<file path="config.mk">
export PLATFORM = sky130hd
export DESIGN_NAME = morse_char_player
export DESIGN_NICKNAME = d
export VERILOG_FILES = /design/src/rtl/morse_pkg.sv /design/src/rtl/morse_rom.sv /design/src/rtl/morse_char_player.sv
export SDC_FILE = /design/constraint.sdc
export NUM_CORES = 1
export LEC_CHECK = 0
export ABC_CLOCK_PERIOD_IN_PS = 3000
export CORE_MARGIN = 1.5
export CORE_UTILIZATION = 47
export DETAILED_ROUTE_END_ITERATION = 7
export GPL_TIMING_DRIVEN = 1
export PLACE_DENSITY_LB_ADDON = 0.05
export SYNTH_ARGS = -nofsm -noshare
export SYNTH_HDL_FRONTEND = slang
export SYNTH_HIERARCHICAL = 1
export SYNTH_SLANG_ARGS = --single-unit
</file>
<file path="constraint.sdc">
create_clock -name clk -period 3 [get_ports clk]
set_input_delay 0.6 -clock clk [delete_from_list [all_inputs] [get_ports clk]]
set_output_delay 0.6 -clock clk [all_outputs]
set_load 0.02 [all_outputs]
</file>
<file path="src/rtl/morse_pkg.sv">
// Shared types and constants for the Morse character player: FSM states,
// ROM entry layout, unit multipliers and the phase-length helper.
package morse_pkg;

    typedef enum logic [2:0] {
        ST_IDLE,
        ST_MARK,
        ST_SPACE,
        ST_CHAR_GAP,
        ST_DONE
    } state_t;

    localparam logic [5:0] CODE_MAX = 6'd35;

    // pat is MSB-first and left-aligned: pat[4] is the first symbol, 1 = dash
    typedef struct packed {
        logic [2:0] len;
        logic [4:0] pat;
    } rom_entry_t;

    localparam logic [1:0] MULT_DOT   = 2'd1;
    localparam logic [1:0] MULT_DASH  = 2'd3;
    localparam logic [1:0] MULT_SPACE = 2'd1;
    localparam logic [1:0] MULT_GAP   = 2'd3;

    // Down-counter reload for an n-unit phase; the product is formed at 34 bits
    // and truncated, so out-of-range UNIT_CYCLES simply wraps.
    function automatic logic [31:0] phase_load(input logic [1:0] mult, input logic [31:0] unit);
        logic [33:0] prod;
        prod = {32'd0, mult} * {2'b00, unit} - 34'd1;
        return prod[31:0];
    endfunction

endpackage

</file>
<file path="src/rtl/morse_rom.sv">
// Combinational character table: 6-bit code -> {valid, len, pat} for A-Z, 0-9.
module morse_rom
    import morse_pkg::*;
(
    input  logic [5:0]  char_code,
    output logic        valid,
    output rom_entry_t  entry
);

    always_comb begin
        valid = (char_code <= CODE_MAX);
        entry = '0;
        case (char_code)
            6'd0:  entry = '{3'd2, 5'b01000}; // A .-
            6'd1:  entry = '{3'd4, 5'b10000}; // B -...
            6'd2:  entry = '{3'd4, 5'b10100}; // C -.-.
            6'd3:  entry = '{3'd3, 5'b10000}; // D -..
            6'd4:  entry = '{3'd1, 5'b00000}; // E .
            6'd5:  entry = '{3'd4, 5'b00100}; // F ..-.
            6'd6:  entry = '{3'd3, 5'b11000}; // G --.
            6'd7:  entry = '{3'd4, 5'b00000}; // H ....
            6'd8:  entry = '{3'd2, 5'b00000}; // I ..
            6'd9:  entry = '{3'd4, 5'b01110}; // J .---
            6'd10: entry = '{3'd3, 5'b10100}; // K -.-
            6'd11: entry = '{3'd4, 5'b01000}; // L .-..
            6'd12: entry = '{3'd2, 5'b11000}; // M --
            6'd13: entry = '{3'd2, 5'b10000}; // N -.
            6'd14: entry = '{3'd3, 5'b11100}; // O ---
            6'd15: entry = '{3'd4, 5'b01100}; // P .--.
            6'd16: entry = '{3'd4, 5'b11010}; // Q --.-
            6'd17: entry = '{3'd3, 5'b01000}; // R .-.
            6'd18: entry = '{3'd3, 5'b00000}; // S ...
            6'd19: entry = '{3'd1, 5'b10000}; // T -
            6'd20: entry = '{3'd3, 5'b00100}; // U ..-
            6'd21: entry = '{3'd4, 5'b00010}; // V ...-
            6'd22: entry = '{3'd3, 5'b01100}; // W .--
            6'd23: entry = '{3'd4, 5'b10010}; // X -..-
            6'd24: entry = '{3'd4, 5'b10110}; // Y -.--
            6'd25: entry = '{3'd4, 5'b11000}; // Z --..
            6'd26: entry = '{3'd5, 5'b11111}; // 0
            6'd27: entry = '{3'd5, 5'b01111}; // 1
            6'd28: entry = '{3'd5, 5'b00111}; // 2
            6'd29: entry = '{3'd5, 5'b00011}; // 3
            6'd30: entry = '{3'd5, 5'b00001}; // 4
            6'd31: entry = '{3'd5, 5'b00000}; // 5
            6'd32: entry = '{3'd5, 5'b10000}; // 6
            6'd33: entry = '{3'd5, 5'b11000}; // 7
            6'd34: entry = '{3'd5, 5'b11100}; // 8
            6'd35: entry = '{3'd5, 5'b11110}; // 9
            default: entry = '0;
        endcase
    end

endmodule

</file>
<file path="src/rtl/morse_char_player.sv">
// Plays one Morse character with exact unit timing and drives the buzzer pair.
// Every output is a flop loaded from the next-state decode.
module morse_char_player
    import morse_pkg::*;
#(
    parameter logic [31:0] UNIT_CYCLES = 32'd6_000_000,
    parameter logic [31:0] TONE_HALF   = 32'd28409,
    parameter logic [31:0] IDLE_HALF   = 32'd100
) (
    input  logic        clk,
    input  logic        rst_n,
    input  logic        start,
    input  logic [5:0]  char_code,
    input  logic        abort,
    output logic        enable,
    output logic [31:0] freq,
    output logic        busy,
    output logic        done,
    output logic        err,
    output logic [2:0]  sym_idx
);

    logic       rom_valid;
    rom_entry_t rom_entry;

    morse_rom u_rom (
        .char_code (char_code),
        .valid     (rom_valid),
        .entry     (rom_entry)
    );

    state_t      state_q, state_d;
    logic [31:0] timer_q, timer_d;
    logic [2:0]  len_q, len_d;
    logic [4:0]  pat_q, pat_d;
    logic [2:0]  sym_idx_q, sym_idx_d;
    logic        enable_q, enable_d;
    logic        busy_q, busy_d;
    logic        done_q, done_d;
    logic        err_q, err_d;
    logic [31:0] freq_q, freq_d;

    logic        phase_end;
    logic [2:0]  bit_sel;
    logic        next_dash;

    assign phase_end = (timer_q == 32'd0);
    // sym_idx has already advanced when SPACE ends, so this selects the upcoming symbol
    assign bit_sel   = 3'd4 - sym_idx_q;
    assign next_dash = pat_q[bit_sel];

    always_comb begin
        state_d   = state_q;
        timer_d   = timer_q;
        len_d     = len_q;
        pat_d     = pat_q;
        sym_idx_d = sym_idx_q;
        err_d     = 1'b0;

        case (state_q)
            ST_IDLE: begin
                if (start && !abort) begin
                    if (rom_valid) begin
                        len_d     = rom_entry.len;
                        pat_d     = rom_entry.pat;
                        sym_idx_d = 3'd0;
                        timer_d   = phase_load(rom_entry.pat[4] ? MULT_DASH : MULT_DOT, UNIT_CYCLES);
                        state_d   = ST_MARK;
                    end else begin
                        err_d = 1'b1;
                    end
                end
            end
            ST_MARK: begin
                if (!phase_end) begin
                    timer_d = timer_q - 32'd1;
                end else if (sym_idx_q == len_q - 3'd1) begin
                    timer_d = phase_load(MULT_GAP, UNIT_CYCLES);
                    state_d = ST_CHAR_GAP;
                end else begin
                    sym_idx_d = sym_idx_q + 3'd1;
                    timer_d   = phase_load(MULT_SPACE, UNIT_CYCLES);
                    state_d   = ST_SPACE;
                end
            end
            ST_SPACE: begin
                if (!phase_end) begin
                    timer_d = timer_q - 32'd1;
                end else begin
                    timer_d = phase_load(next_dash ? MULT_DASH : MULT_DOT, UNIT_CYCLES);
                    state_d = ST_MARK;
                end
            end
            ST_CHAR_GAP: begin
                if (!phase_end) begin
                    timer_d = timer_q - 32'd1;
                end else begin
                    state_d = ST_DONE;
                end
            end
            ST_DONE: begin
                state_d = ST_IDLE;
            end
            default: begin
                state_d = ST_IDLE;
            end
        endcase

        if (abort && state_q != ST_IDLE) begin
            state_d = ST_IDLE;
            timer_d = 32'd0;
        end

        if (state_d == ST_IDLE) begin
            sym_idx_d = 3'd0;
        end

        enable_d = (state_d == ST_MARK);
        busy_d   = (state_d != ST_IDLE);
        done_d   = (state_d == ST_DONE);
        freq_d   = enable_d ? TONE_HALF : IDLE_HALF;
    end

    always_ff @(posedge clk or negedge rst_n) begin
        if (!rst_n) begin
            state_q   <= ST_IDLE;
            timer_q   <= 32'd0;
            len_q     <= 3'd0;
            pat_q     <= 5'd0;
            sym_idx_q <= 3'd0;
            enable_q  <= 1'b0;
            busy_q    <= 1'b0;
            done_q    <= 1'b0;
            err_q     <= 1'b0;
            freq_q    <= IDLE_HALF;
        end else begin
            state_q   <= state_d;
            timer_q   <= timer_d;
            len_q     <= len_d;
            pat_q     <= pat_d;
            sym_idx_q <= sym_idx_d;
            enable_q  <= enable_d;
            busy_q    <= busy_d;
            done_q    <= done_d;
            err_q     <= err_d;
            freq_q    <= freq_d;
        end
    end

    assign enable  = enable_q;
    assign freq    = freq_q;
    assign busy    = busy_q;
    assign done    = done_q;
    assign err     = err_q;
    assign sym_idx = sym_idx_q;

endmodule

</file>
Word-level counts from Yosys, hierarchy flattened

Memory sizes are Yosys's and may differ from the RTL's.
Index checks and enable logic that the tools add are counted.

Word-level logic and storage cells: 77
Memories kept: 1
Flip-flop bits (word level): 65
Input port bits: 10
Bits in read-only memories: 512
Output and inout bits: 39

Add/sub/neg operators: 6
Reduce and logical (&&, ||, !) cells: 13
Magnitude comparators: 2
$mul: 2
Muxes and demuxes: 30
Equality and inequality tests: 13

Memories:

| name            | words | width | rd ports | clocked after Yosys merged registers in | write ports | line            | RTL |
|---|---|---|---|---|---|---|---|
| (no name shown) | 64    | 8     | 1        | 0                                       | 0           | morse_rom.sv:13 | `case (char_code)` |

Operator list:

| cell                                                       | count |
|---|---|
| 2-to-1 mux 32 bit                                          | 6 |
| case mux 32 bit (4 select lines)                           | 1 |
| subtractor 25 x 1 -> 26 bit, second input constant         | 2 |
| multiplier 2 x 16 -> 18 bit, second input constant         | 2 |
| 2-to-1 mux 3 bit                                           | 11 |
| logical NOT 32 bit                                         | 1 |
| subtractor 32 x 1 -> 32 bit, second input constant         | 1 |
| 2-to-1 mux 25 bit                                          | 1 |
| inequality test 3 bit, second input constant               | 7 |
| 2-to-1 mux 15 bit                                          | 1 |
| case mux 3 bit (4 select lines)                            | 1 |
| nonzero test 3 bit                                         | 3 |
| == test 3 x 1 -> 1 bit, second input constant              | 2 |
| == test 3 x 2 -> 1 bit, second input constant              | 2 |
| <= comparator 6 bit, second input constant                 | 1 |
| logical NOT 3 bit                                          | 2 |
| case mux 3 bit (2 select lines)                            | 1 |
| 2-to-1 mux 1 bit                                           | 5 |
| AND reduction 5 bit                                        | 1 |
| nonzero test 5 bit                                         | 1 |
| less-than comparator 3 x 4 -> 1 bit, second input constant | 1 |
| 2-to-1 mux 2 bit                                           | 2 |
| AND reduction 4 bit                                        | 1 |
| adder 3 x 1 -> 3 bit, second input constant                | 1 |
| 8 further kinds                                            | 9 |

Longest topological paths before layout

Gate-level depths: netlist of the first run.

Depth in word-level cells: 9
Mapped depth: 11
Gate-level depth less buffers: 10

Hierarchy

Netlist of the first run, hierarchy kept.

By module, submodules not included:

| module            | instances | seq. area each (um2) | area each (um2) | cells each |
|---|---|---|---|---|
| morse_char_player | 1         | 1,277.5              | 3,362.0         | 369 |
| morse_rom         | 1         | 0.0                  | 594.3           | 84 |

Least setup slack after synthesis of the first run

Ideal clock, no wire load.

Path type: input-to-reg
Start point: input port char_code[3]
End point: register timer_q[31]
Stages: 9
Data required time: 2,927 ps
Path buffers: 2
Slack: 290 ps
Setup time: 73 ps
Data arrival time: 2,637 ps
Cell sequence: buf_2 -> buf_1 -> o31ai_1 -> nand2_1 -> o21ai_0 -> mux2_2 -> o2111ai_2 -> or4_1 -> a21oi_2

Elaborated cells between the ends (all ways): 11
Classes of those cells: 1 x add/sub; 1 x mul; 1 x order compare; 1 x eq/ne; 5 x mux; 1 x reduce/logical; 1 x memory

RTL lines:

| what                            | line                     | RTL |
|---|---|---|
| start: declaration              | morse_char_player.sv:13  | `input logic [5:0] char_code,` |
| <= comparator 6 bit             | morse_rom.sv:11          | `valid = (char_code <= CODE_MAX);` |
| named net rom_valid             | morse_char_player.sv:23  | `logic rom_valid;` |
| inequality test 3 bit (no line) | --                       |  |
| AND reduction 4 bit (no line)   | --                       |  |
| end signal: assignment          | morse_char_player.sv:138 | `timer_q <= timer_d;` |
| end: declaration                | morse_char_player.sv:33  | `logic [31:0] timer_q, timer_d;` |

The timed path passes the listed nets, and every way through them passes these cells. The select of a mux whose other input is x is not followed.
A chain may end at the register's enable or synchronous reset.

Worst setup path in the final report of the first run

Start point: register timer_q[27]
End point: register timer_q[18]

Longest elaborated chain between the ends: 4
Elaborated cells between the ends (all ways): 7
Classes of those cells: 1 x eq/ne; 4 x mux; 2 x reduce/logical

Ends and longest elaborated chain:

| what                                        | line                                             | RTL |
|---|---|---|
| logical NOT 32 bit *                        | morse_char_player.sv:47                          | `assign phase_end = (timer_q == 32'd0);` |
| 2-to-1 mux 32 bit, on equally long branches | morse_char_player.sv:87, morse_char_player.sv:75 |  |
| case mux 32 bit (4 select lines)            | morse_char_player.sv:60                          | `case (state_q)` |
| 2-to-1 mux 32 bit                           | morse_char_player.sv:109                         | `if (abort && state_q != ST_IDLE) begin` |

Every way passes the cells marked *; elsewhere a longest branch is shown, timed or not.

==> results.tsv, run 1 <==
metric	value	unit
setup_tns	0	ns
placed wire-length estimate	7800	microns
register bit total from synthesis	51	
CP max stage cell	or4_4	
final core area utilization	56.1	%
placed cell area	0.00440	sq mm
Die Area	0.00898	sq mm
CP cell instances	or4_4 -> or4_4 -> or4_4 -> buf_6 -> o211ai_1 -> xor2_1 -> nor2_1	
Final Instance Area	0.00458	sq mm
synth cell count leaders	dfrtp_1 (50), nand2_1 (39), nor2_1 (37), buf_4 (33), o21ai_0 (27)	
Peak VDD IR	281	uV
status	finished, final reports clean	
Placed Cells	599	
Final Setup Violations	0	
crit path launch type	flip-flop	
biggest cell delay along the critical path	0.66	ns
CP endpoint kind	flip-flop	
initial antenna violation count	0	
top_reg_cell synth	dfrtp_1	
Layout Cells excl Fill	611	
FF+latch area	0.00128	sq mm
Yosys cell types	66	
H-tree depth	2	
hold_buf cts	0	
total number of vias	3497	
Die Width	94.7	microns
Tot Pwr	3.11	mW
dominant cells by area after synthesis	dfrtp_1 (32%), buf_4 (6.3%), nand2_1 (3.7%)	
total gr overflow	0	
fillers	780	
gpl congestion	0.885	
sequential fraction of the synthesis area	32.3	%
hold slack	0.235	ns
crit path max fanout	8	
Setup WS post-layout	0.0745	ns
fraction of registers with async set/reset	100	%
Core Region	0.00818	sq mm
count leader, synth	dfrtp_1	
final hold violations	0	
Clock Tree Root	clkbuf_8	
Ys Warns	6	
CP delay by family, top	simple AND/OR/NAND/NOR gates	
Clock Skews	0.00880	ns
first-pass GRT wire length	16800	microns
DR DRC count	0	
WL final	10300	microns
Buf/Inv on CP	1	
Critical Path AT	3.12	ns
drt first-iter violations	122	
CTS buffer count	5	
pin count of the biggest net entering global routing	33	
CTS tree	done	
diode count	0	
Final ANT Viol Nets	0	
Longest Clk Path Bufs	2	
power per cell area	679	mW/mm^2
number of max-cap violations	0	
Slew Limit Fails	0	
fin crit share	97.5	%
Data required, critical path	3.19	ns
Num Clock Sinks	51	
DIE HEIGHT	94.7	microns
Max Clock Freq	342	MHz
FP Rows	33	
Starting Density	48.4	%
most frequent CP cell	or4_4	
number of global-route vias before repair	3323	
minimum clock period	2.93	ns
number of I/O port buffers	26	
Gate Count Post-Synth	453	
nets	526	
synthesized area per cell	8.73	sq um
Total GRT Usage	24.0	%
Post-synth EDFFs	0	
proportion of layout cells with a drive suffix above 1	17.8	%
Synth area leader	dfrtp_1	
crit path kind	reg -> reg	
Least-Margin Pin Slew	0.690	ns
worst min path class	in -> async	
Setup WS pre-CTS	-0.103	ns
leakage	1.96	nW
DR vias/cell	5.72	
footprint of the multi-input gates	0.00236	sq mm
Mapped Area	0.00396	sq mm
Clock Pin Slew Worst Setup and Hold Paths	0.10	ns
WL/cell	16.8	microns
slew margin rel.	53.6	%
TritonRoute pass-1 iters	4	
Area growth, synth to finish	15.9	%
clock network latency to the later pin of the worst-skew pair	0.30	ns
area share of the largest cell type after synthesis	31.6	%
I/O Pins	49	
[flip-flops by register name, summed over array words and instances (netlist names)]
register  flops
sym_idx       3
len_q         3
err           1
busy          1
done          1
pat_q         5
state_q       3
freq          2
timer_q      32
[report_power, final]
group	switching, mW	internal (mW)	leakage, nW
sequential	0.198	0.872	0.661
clock	0.238	0.249	0.0514
combinational	0.876	0.681	1.24
total	1.31	1.80	1.96
[worst paths after layout]
| check | from | to | slack [ns] | depth (start not counted) |
|---|---|---|---|---|
| setup reg to reg | timer_q[27]$_DFFE_PN0P_ | timer_q[18]$_DFFE_PN0P_ | 0.07 | 7 |
| max in group asynchronous | rst_n | freq[2]$_DFF_PN1_ | 1.96 | 2 |
| hold / removal | rst_n | timer_q[3]$_DFFE_PN0P_ | 0.23 | 1 |
| hold reg to reg | pat_q[1]$_DFFE_PN0P_ | pat_q[1]$_DFFE_PN0P_ | 0.48 | 2 |
| min in group clk | pat_q[1]$_DFFE_PN0P_ | pat_q[1]$_DFFE_PN0P_ | 0.48 | 2 |
| setup / recovery | timer_q[27]$_DFFE_PN0P_ | timer_q[18]$_DFFE_PN0P_ | 0.07 | 7 |
[cells by family (layout without fill, tap and decap cells)]
group                    count (synthesis)  count (layout)  share of synthesized area, %
AND/OR/NAND/NOR                        171             171                          23.9
AO/OA/AOI/OAI                          120             120                          21.3
buffers and inverters                   70             103                          11.0
flip-flops                              51              51                          32.3
multiplexers                            15              15                          4.59
XOR/XNOR                                13              13                          3.23
adder cells (fa/ha/maj)                 11              11                          3.48
other                                    2              22                         0.190
[timing repair]
item                       in CTS  in global routing
setup endpoints to repair       0                 20
gates resized for setup         0                  9
buffers inserted                0                  4
[cells in the final DEF (no fill, tap or decap), types with 10 or more instances in the layout]
master,count
nand2_1,39
inv_1,16
clkdlybuf4s50_1,25
o21ai_0,27
a21oi_1,23
ha_1,11
or3_1,16
dfrtp_1,50
conb_1,22
nor3_1,12
buf_4,50
nor2_1,37
xor2_1,10
[layout make-up]
cell class	instances	share of cell area, %
Sequential cell	51	27.9
Clock inverter	2	0.819
Tap cell	105	2.87
Timing Repair Buffer	77	14.0
Inverter	18	1.47
Multi-Input combinational cell	352	51.4
Clock buffer	6	1.58
[metal layers]
| layer | part of all wire (%) | routed length (microns) | global-route usage, % |
|---|---|---|---|
| met2 | 51 | 5210 | 40.7 |
| met4 | 1.3 | 131 | 5.97 |
| met1 | 44 | 4540 | 32.2 |
| met3 | 3.8 | 386 | 2.90 |
| met5 | 0 | 0 | 0 |
No activity file was read; power rests on OpenSTA's default activity.
==> run 2: changes to the inputs <==
Settings changed: CTS_BUF_LIST set to sky130_fd_sc_hd__clkbuf_4.
==> run 2 against run 1 <==
Fmax down 0.59%. Global-route usage grew 0.064 points. Final area is 0.60% lower. Wire length up 0.64%. Flip-flop and latch count unchanged. Total power is 2.4% lower. Clock power down 15%. Clock skew increased by 0.011 ns. First-iteration DRC count fell by 0.82%. Critical path depth stayed put. Clock-buffer cell count unchanged. Largest cell class unchanged. Largest power group unchanged.
==> results.tsv, run 2 (synthesis results as in run 1) <==
metric	value	unit
placed cell area	0.00440	sq mm
crit path kind	reg -> reg	
number of max-cap violations	0	
number of I/O port buffers	26	
Num Clock Sinks	51	
most frequent CP cell	or4_4	
largest registers	timer_q x32, pat_q x5	
Clock Pin Slew Worst Setup and Hold Paths	0.16	ns
pin count of the biggest net entering global routing	33	
Data required, critical path	3.28	ns
CP max stage cell	or4_4	
first-pass GRT wire length	16800	microns
fillers	785	
minimum clock period	2.94	ns
FP Rows	33	
Critical Path AT	3.22	ns
Die Width	94.7	microns
initial antenna violation count	0	
TritonRoute pass-1 iters	4	
I/O Pins	49	
nets	526	
Core Region	0.00818	sq mm
CP delay by family, top	simple AND/OR/NAND/NOR gates	
Total GRT Usage	24.0	%
gpl congestion	0.885	
placed wire-length estimate	7800	microns
commonest non-fill, non-tap cells in the layout	dfrtp_1 (50), buf_4 (50), nand2_1 (39), nor2_1 (37), o21ai_0 (27)	
Peak VDD IR	319	uV
WL final	10300	microns
hold_buf cts	0	
leakage	1.95	nW
DIE HEIGHT	94.7	microns
biggest cell delay along the critical path	0.65	ns
clock network latency to the later pin of the worst-skew pair	0.38	ns
number of global-route vias before repair	3350	
reg2reg start	timer_q[29]$_DFFE_PN0P_	
max reg flops	32	
fin crit share	98.1	%
WL/cell	16.9	microns
clock share of power	13.6	%
crit path from	timer_q[29]$_DFFE_PN0P_	
Sw Share	42.9	%
crit path launch type	flip-flop	
CTS buffer count	5	
DR vias/cell	5.75	
Die Area	0.00898	sq mm
Int Pwr	1.74	mW
Max Clock Freq	340	MHz
worst min path class	in -> async	
total gr overflow	0	
Least-Margin Pin Slew	0.675	ns
Starting Density	48.4	%
sequential share of power	35.1	%
Slew Limit Fails	0	
Final Instance Area	0.00456	sq mm
Clock Skews	0.0193	ns
proportion of layout cells with a drive suffix above 1	18.0	%
Final ANT Viol Nets	0	
H-tree depth	2	
CP cell instances	or4_4 -> or4_4 -> or4_4 -> buf_6 -> o211ai_1 -> xor2_1 -> nor2_1	
drt first-iter violations	121	
Setup WS post-layout	0.0571	ns
Tot Pwr	3.04	mW
setup_tns	0	ns
Area growth, synth to finish	15.2	%
crit path max fanout	7	
total number of vias	3515	
power per cell area	667	mW/mm^2
Longest Clk Path Bufs	2	
CP endpoint kind	flip-flop	
combinational share of power	51.2	%
Switch Pwr	1.30	mW
Buf/Inv on CP	1	
largest reg by FF count	timer_q	
Layout Cells excl Fill	611	
final hold violations	0	
DR DRC count	0	
Clock Tree Root	clkbuf_4	
hold slack	0.148	ns
diode count	0	
status	finished, final reports clean	
Placed Cells	599	
Final Setup Violations	0	
CTS tree	done	
final core area utilization	55.7	%
slew margin rel.	54.6	%
Setup WS pre-CTS	-0.103	ns
-- run 2: changes by cell type in the layout (fill, tap and decap cells not counted) --
cell,previous run,this run
clkbuf_8,5,0
clkbuf_1,1,0
clkbuf_4,0,6
-- run 2: final cells by class --
type	instances	area [sq um]	area share, %
Clock inverter	2	37.5	0.824
Tap cell	105	131	2.88
Multi-Input combinational cell	352	2360	51.7
Clock buffer	6	45.0	0.988
Inverter	18	67.6	1.48
Sequential cell	51	1280	28.0
Timing Repair Buffer	77	642	14.1
-- run 2: path summary, 6_finish.rpt --
path / end / slack [ns] / cells past startpoint
worst max-delay path: timer_q[18]$_DFFE_PN0P_ / 0.06 / 7
worst min-delay path: timer_q[3]$_DFFE_PN0P_ / 0.15 / 1
worst max register to register: timer_q[18]$_DFFE_PN0P_ / 0.06 / 7
worst min register to register: pat_q[2]$_DFFE_PN0P_ / 0.50 / 2
max in group asynchronous: freq[2]$_DFF_PN1_ / 2.03 / 2
min in group clk: pat_q[2]$_DFFE_PN0P_ / 0.50 / 2
-- run 2: worst register-to-register path: stages, from the launching register on --
cell	delay, ns
dfrtp_1	0.43
or4_4	0.57
or4_4	0.54
or4_4	0.65
buf_6	0.19
o211ai_1	0.23
xor2_1	0.17
nor2_1	0.06
-- run 2: repair_timing --
| item | 4_1_cts | 5_1_grt |
|---|---|---|
| resized for setup | 1 | 7 |
| endpoints found under the setup margin | 1 | 23 |
| buffers inserted | 0 | 4 |
| pin swaps | 0 | 4 |
-- run 2: power by group through the flow --
stage | Clock (mW) | Combinational (mW) | Sequential (mW)
6_report | 0.415 | 1.56 | 1.07
3_3_place_gp | 0 | 1.50 | 1.08
4_1_cts | 0.429 | 1.54 | 1.07
2_1_floorplan | 0 | 1.13 | 1.04
5_1_grt | 0.455 | 1.71 | 1.11
3_5_place_dp | 0 | 1.53 | 1.08
-- run 2: metal layers --
layer,GRT usage [%],wire (microns),up-vias
met5,0,0,-
met4,6.47,157,0
met3,3.14,342,13
met2,41.0,5320,78
met1,31.8,4530,1716
li1,-,-,1708
